--- src/rtl/hilo_pkg.sv ---
// Shared op codes, sign selects and FSM encoding for the HI/LO multiply sequencer.
// HILO_MADD_EN makes op 111 a signed multiply-accumulate instead of a NOP.
package hilo_pkg;

    localparam int CNT_W = 4;

    typedef enum logic [2:0] {
        OP_NOP   = 3'b000,
        OP_MULT  = 3'b001,
        OP_MULTU = 3'b010,
        OP_MFHI  = 3'b011,
        OP_MFLO  = 3'b100,
        OP_MTHI  = 3'b101,
        OP_MTLO  = 3'b110,
        OP_MADD  = 3'b111
    } op_t;

    localparam logic [1:0] SIGN_S = 2'b10;
    localparam logic [1:0] SIGN_U = 2'b00;

    typedef enum logic {
        ST_IDLE = 1'b0,
        ST_BUSY = 1'b1
    } state_t;

    function automatic logic is_mul_op(input logic [2:0] op);
        logic r;
        r = (op == OP_MULT) || (op == OP_MULTU);
`ifdef HILO_MADD_EN
        r = r || (op == OP_MADD);
`endif
        return r;
    endfunction

    // Ops that carry meaning; op 111 is inert unless MADD is built in.
    function automatic logic is_live_op(input logic [2:0] op);
        logic r;
        r = (op != OP_NOP);
`ifndef HILO_MADD_EN
        r = r && (op != OP_MADD);
`endif
        return r;
    endfunction

endpackage

--- src/rtl/hilo_mult_ctrl.sv ---
// HI/LO register pair and multi-cycle sequencer for the external 32x32 multiplier (HILO_MADD_EN adds MADD).
// Latency: HI/LO written LATENCY cycles after the accept edge; done pulses the cycle after; MFHI/MFLO are same-cycle.
// Backpressure: stall is raised combinationally for any live op while busy; the requester holds its op.
module hilo_mult_ctrl #(
    parameter int WIDTH   = 32,
    parameter int LATENCY = 4
) (
    input  logic             clk,
    input  logic             reset,
    input  logic             start,
    input  logic [2:0]       op,
    input  logic [WIDTH-1:0] rs_val,
    input  logic [WIDTH-1:0] rt_val,
    input  logic [WIDTH-1:0] prod_hi,
    input  logic [WIDTH-1:0] prod_lo,
    output logic [WIDTH-1:0] mul_a,
    output logic [WIDTH-1:0] mul_b,
    output logic [1:0]       mul_sign,
    output logic             busy,
    output logic             stall,
    output logic             done,
    output logic [WIDTH-1:0] rd_data
);
    import hilo_pkg::*;

    state_t            state_q, state_d;
    logic [CNT_W-1:0]  cnt_q;
    logic [WIDTH-1:0]  hi_q, lo_q;
    logic              accept_mul;
    logic              last_cycle;
    logic              idle_op;

`ifdef HILO_MADD_EN
    logic              madd_q;
    logic [2*WIDTH-1:0] acc_sum;
    assign acc_sum = {hi_q, lo_q} + {prod_hi, prod_lo};
`endif

    always_ff @(posedge clk) begin
        if (reset) begin
            state_q <= ST_IDLE;
        end else begin
            state_q <= state_d;
        end
    end

    always_comb begin
        state_d = state_q;
        case (state_q)
            ST_IDLE: if (accept_mul) state_d = ST_BUSY;
            ST_BUSY: if (cnt_q == '0) state_d = ST_IDLE;
            default: state_d = ST_IDLE;
        endcase
    end

    always_comb begin
        busy       = (state_q == ST_BUSY);
        stall      = start && busy && is_live_op(op);
        idle_op    = start && !busy;
        accept_mul = idle_op && is_mul_op(op);
        last_cycle = busy && (cnt_q == '0);
        rd_data    = '0;
        if (idle_op && (op == OP_MFHI)) rd_data = hi_q;
        if (idle_op && (op == OP_MFLO)) rd_data = lo_q;
    end

    always_ff @(posedge clk) begin
        if (reset) begin
            cnt_q    <= '0;
            hi_q     <= '0;
            lo_q     <= '0;
            mul_a    <= '0;
            mul_b    <= '0;
            mul_sign <= SIGN_U;
            done     <= 1'b0;
`ifdef HILO_MADD_EN
            madd_q   <= 1'b0;
`endif
        end else begin
            done <= last_cycle;

            // Operands stay parked on the multiplier until the next accepted multiply.
            if (accept_mul) begin
                mul_a    <= rs_val;
                mul_b    <= rt_val;
                mul_sign <= (op == OP_MULTU) ? SIGN_U : SIGN_S;
                cnt_q    <= CNT_W'(LATENCY - 1);
`ifdef HILO_MADD_EN
                madd_q   <= (op == OP_MADD);
`endif
            end else if (busy && (cnt_q != '0)) begin
                cnt_q <= cnt_q - CNT_W'(1);
            end

            if (last_cycle) begin
`ifdef HILO_MADD_EN
                if (madd_q) begin
                    {hi_q, lo_q} <= acc_sum;
                end else begin
                    hi_q <= prod_hi;
                    lo_q <= prod_lo;
                end
`else
                hi_q <= prod_hi;
                lo_q <= prod_lo;
`endif
            end else if (idle_op && (op == OP_MTHI)) begin
                hi_q <= rs_val;
            end else if (idle_op && (op == OP_MTLO)) begin
                lo_q <= rs_val;
            end
        end
    end

endmodule

--- config.mk ---
export PLATFORM = sky130hd
export DESIGN_NAME = hilo_mult_ctrl
export DESIGN_NICKNAME = d
export VERILOG_FILES = /design/src/rtl/hilo_pkg.sv /design/src/rtl/hilo_mult_ctrl.sv
export SDC_FILE = /design/constraint.sdc
export NUM_CORES = 1
export LEC_CHECK = 0
export CAP_MARGIN = 20
export CORE_UTILIZATION = 40
export CTS_CLUSTER_DIAMETER = 120
export CTS_CLUSTER_SIZE = 20
export DETAILED_ROUTE_END_ITERATION = 16
export PLACE_DENSITY_LB_ADDON = 0.12
export SLEW_MARGIN = 5
export SYNTH_ARGS = -nofsm -noshare
export SYNTH_HDL_FRONTEND = slang
export SYNTH_SLANG_ARGS = --single-unit
--- constraint.sdc ---
create_clock -name clk -period 2 [get_ports clk]
set_clock_uncertainty 0.15 [all_clocks]
set_input_delay 0.4 -clock clk [delete_from_list [all_inputs] [get_ports clk]]
set_output_delay 0.4 -clock clk [all_outputs]
set_load 0.02 [all_outputs]
== After elaboration in Yosys (flattened, before gate mapping) ==
Cells that the tools add are included.
Storage, ports and cells
  bits in registers: 136
  input port bits: 134
  output and inout bits: 101
  logic and storage cells: 53
Cells by class
  add/sub/neg operators: 1
  equality and inequality tests: 8
  muxes and demuxes: 13
  bitwise operators: 1
  reductions and logical operators: 21
Operators by type and width (count)
  $mux W32: 7
  $logic_and A1 B1 Y1: 11
  $eq A3 B3 Y1 const B: 3
  $eq A3 B2 Y1 const B: 2
  $mux W2: 3
  $reduce_bool A2 Y1: 3
  $logic_not A4 Y1: 1
  $reduce_bool A4 Y1: 1
  $sub A4 B1 Y4 const B: 1
  $eq A3 B1 Y1 const B: 1
  $ne A3 B3 Y1 const B: 1
  $reduce_bool A3 Y1: 1
  $mux W1: 2
  $ne A2 B2 Y1 const B: 1
  $pmux W1 S2: 1
  $reduce_and A2 Y1: 1
  $reduce_or A2 Y1: 1
  $logic_not A1 Y1: 1
  $logic_or A1 B1 Y1: 1
  $not A1 Y1: 1

== Logic depth before layout (Yosys ltp) ==
  depth after elaboration: 6
  depth in mapped cells: 7
  gate-level depth less buffers: 5

== Least setup slack after synthesis ==
Ideal clock, no wire load.
  path kind: register to output
  start point: register state_q, in the netlist busy
  end point: output rd_data[10]
  arrival time: 1.567 ns
  data required time: 1.450 ns
  path slack: -0.117 ns
  cell stages (with the launch flop): 7
  path buffers: 3
  path through: dfxtp_1 -> buf_2 -> nor3b_2 -> and3_1 -> clkbuf_1 -> buf_2 -> a22o_1
On the way
  longest elaborated chain between the ends: 5
  elaborated cells between the ends (all ways): 6
  classes of those cells: mux (2); reduce/logical (4)
Ends and longest elaborated chain
  start: declaration: RTL line hilo_mult_ctrl.sv:26  | state_t state_q, state_d;
  start signal: assignment: RTL line hilo_mult_ctrl.sv:43  | state_q <= state_d;
  $logic_not A1 Y1 *: RTL line hilo_mult_ctrl.sv:59  | idle_op = start && !busy;
  $logic_and A1 B1 Y1 *: RTL line hilo_mult_ctrl.sv:59
  $logic_and A1 B1 Y1: RTL line hilo_mult_ctrl.sv:63  | if (idle_op && (op == OP_MFHI)) rd_data = hi_q;
  $mux W32: RTL line hilo_mult_ctrl.sv:63
  $mux W32 *: RTL line hilo_mult_ctrl.sv:64  | if (idle_op && (op == OP_MFLO)) rd_data = lo_q;
  end: declaration: RTL line hilo_mult_ctrl.sv:22  | output logic [WIDTH-1:0] rd_data
Every way passes the cells marked *; elsewhere a longest branch is shown, timed or not.

== Worst setup path after layout ==
  start point: register state_q, in the netlist busy
  end point: output rd_data[0]
The elaborated chain is that of the path after synthesis.

==> impl_results.md <==
- Status: complete, but fails checks
- Failing checks: setup timing
- Switching power: 1.97 mW
- Switching fraction of total power: 25.8%
- FP Rows: 45
- Area leader, netlist: dfxtp_1
- Largest net degree at the start of global routing: 67
- Post-route worst setup slack: -289 ps
- Top-area cell type share of the netlist area: 43.1%
- Input/output buffers: 233
- Ranking of synthesized cells by area: dfxtp_1 (43%), nand3_1 (7.7%), a2111oi_2 (7.2%)
- Worst slew pin tran: 524 ps
- Startpoint Class: flop
- Worst setup endpoint: rd_data[0]
- H-tree Lvls: 4
- RSZ-0062 raised after global routing: yes
- Yosys reg bits: 135
- Critical Path Fanout Max: 7
- Hold Crit Class: input port to flop
- R2R Path End: hi_q[21]$_SDFFE_PP0P_
- Tmin final: 2290 ps
- DR WL/cell: 20.1 um
- Routed WL: 24100 um
- Flop pwr share: 38.8%
- Synthesis-to-layout area growth: 64.1%
- Vias in the first global route: 6950
- Clock Power Share: 43.0%
- Die area: 16200 um^2
- Leak pwr: 3.71 nW
- Via count: 6905
- Total CTS buffers: 17
- PwrDens: 740 nW/um^2
- Drt initial violations: 495
- Total power: 7.61 mW
- Setup crit end kind: output pin
- Drc violations: 0
- Die W: 127 um
- Clock Sinks: 135
- Commonest non-fill, non-tap cells in the layout: clkdlybuf4s50_1 (194), dfxtp_1 (133), nor2_1 (100), nand3_1 (97), a21oi_1 (67)
- Initial antenna violation count: 0
- Syn avg cell area: 8.30 um^2
- Core ar.: 15300 um^2
- Number of synthesized flops with an enable pin: 0
- Logic pwr share: 18.2%
- Synth Flop Type: dfxtp_1
- Critical Path AT: 1740 ps
- Pre-antenna DRT Iters: 5
- Post-layout util: 67.4%
- Post-DP HPWL: 15200 um
- Wire length of the first global-routing pass: 37000 um
- CTS Root Buffer Type: clkbuf_16
- Post-Syn Area: 6270 um^2
- Crit path launch: busy$_SDFF_PP0_
- Critical path type: flop to output pin
- Final Max Slew Viols: 0
- Grt total ovfl: 0
- Final net count: 1111
- TNS Setup: -8510 ps
- Yosys warns: 0
- Starting Density: 41.1%
- Syn_nets: 891
- Max-cap violations: 0
- Most common cell after layout, fill and taps aside: clkdlybuf4s50_1
- Post-synth ARST share: 0%
- Via density: 5.76
- Layout cells sized above 1: 20.9%
- Sequential share of the synthesized area: 43.1%
- R2r worst-path depth: 7
- CTS Buffer Depth: 2
- Relative slew slack: 65.1%
- Antenna-violating nets left: 0
- Reg2reg start: cnt_q[1]$_SDFFE_PP0P_
- Final hold vios: 0
- Final Setup Violations: 32
- VDD IR max: 566 uV
- CTS tree: yes
- Synth Instances: 755
- Final period util: 114%
- RePlAce Congestion: 0.851
- Unique masters post-synth: 40
- Top Ports: 235
- Aggregate global-route resource usage: 29.3%
- Clock Latency Late Sink: 410 ps
- Worst-path clk slew: 60 ps
- Max Freq: 437 MHz
- Chip height: 127 um
- CP required: 1450 ps
- Antenna cell count: 0
- Pint: 5.64 mW
- Worst hold slack: 224 ps
- Worst R2R Setup Slack: 70 ps
[critical path: stages (launching register included)]
cell and delay (ps):
dfxtp_4 360, nor3b_4 190, and3_4 340, buf_12 160, a22o_1 150, buf_6 120
[cell families after synthesis]
logic type,share of synthesized area (%)
AND/OR/NAND/NOR,19.1
multiplexers,0.160
flip-flops,43.1
buffers and inverters,6.77
AO/OA/AOI/OAI,30.0
XOR/XNOR,0.419
other,0.0598
adder cells (fa/ha/maj),0.399
[final cells by class]
cell class              instances  area [um^2]
repair buffers                293         3150
fillers                      1229         4970
clock inverters                 8          118
multi-input cells             525         3530
well taps                     211          264
flip-flops and latches        135         2710
clock buffers                  24          502
inverters                       3         11.3
[per-stage QoR]
step | instance area, um^2 | cells | worst slack, ps
finish | 10300 | 1199 | -289
CTS | 10100 | 1191 | -301
detailed placement | 9360 | 1152 | -994
global route | 10300 | 1199 | -336
global placement | 9360 | 1152 | -931
floorplan | 6570 | 755 | 10.1
[flip-flops by register name, summed over array words and instances (netlist names)]
register  count
hi_q         32
mul_b        32
mul_sign      1
done          1
mul_a        32
lo_q         32
cnt_q         4
busy          1
[how the worst min path moves through the flow]
stage | start | to | slack [ps] | cells past startpoint
2_1_floorplan | lo_q[0]$_SDFFE_PP0P_ | lo_q[0]$_SDFFE_PP0P_ | 320 | 2
3_3_place_gp | mul_b[14]$_SDFFE_PP0P_ | mul_b[14]$_SDFFE_PP0P_ | 320 | 2
3_5_place_dp | mul_a[22]$_SDFFE_PP0P_ | mul_a[22]$_SDFFE_PP0P_ | 320 | 2
4_1_cts | reset | done$_SDFF_PP0_ | 210 | 2
5_1_grt | reset | mul_a[7]$_SDFFE_PP0P_ | 230 | 2
6_report | reset | done$_SDFF_PP0_ | 220 | 2
[cell usage after synthesis (3+ instances only)]
cell type,number
dfxtp_1,135
nand2_1,4
clkbuf_1,51
a2111oi_2,30
nor2_1,101
o21ai_0,32
buf_2,24
o21ai_1,65
nor3_1,35
a21oi_1,67
nand3_1,97
a311oi_1,32
buf_1,10
buf_6,3
a22o_1,32
inv_1,3
buf_4,4
[power by group through the flow]
stage,registers (mW),logic (mW),clock network [mW]
after floorplan,3.04,0.577,0
after CTS,2.95,1.35,3.30
after detailed placement,3.00,1.31,0
after global routing,2.96,1.47,3.46
final,2.95,1.39,3.27
after global placement,3.00,1.27,0
[timing repair]
item | 4_1_cts | 5_1_grt
hold buffers | 0 | 0
gates cloned | 3 | 4
pin swaps | 2 | 17
endpoints found under the setup margin | 38 | 57
resized for setup | 181 | 35
setup buffers | 4 | 5
[layer usage]
metal | part of all wire, % | track usage, %
met4 | 3.1 | 13.4
met5 | 0 | 0
met2 | 48 | 48.9
met3 | 7.3 | 6.91
met1 | 41 | 35.8
(Power assumes the default switching activity.)
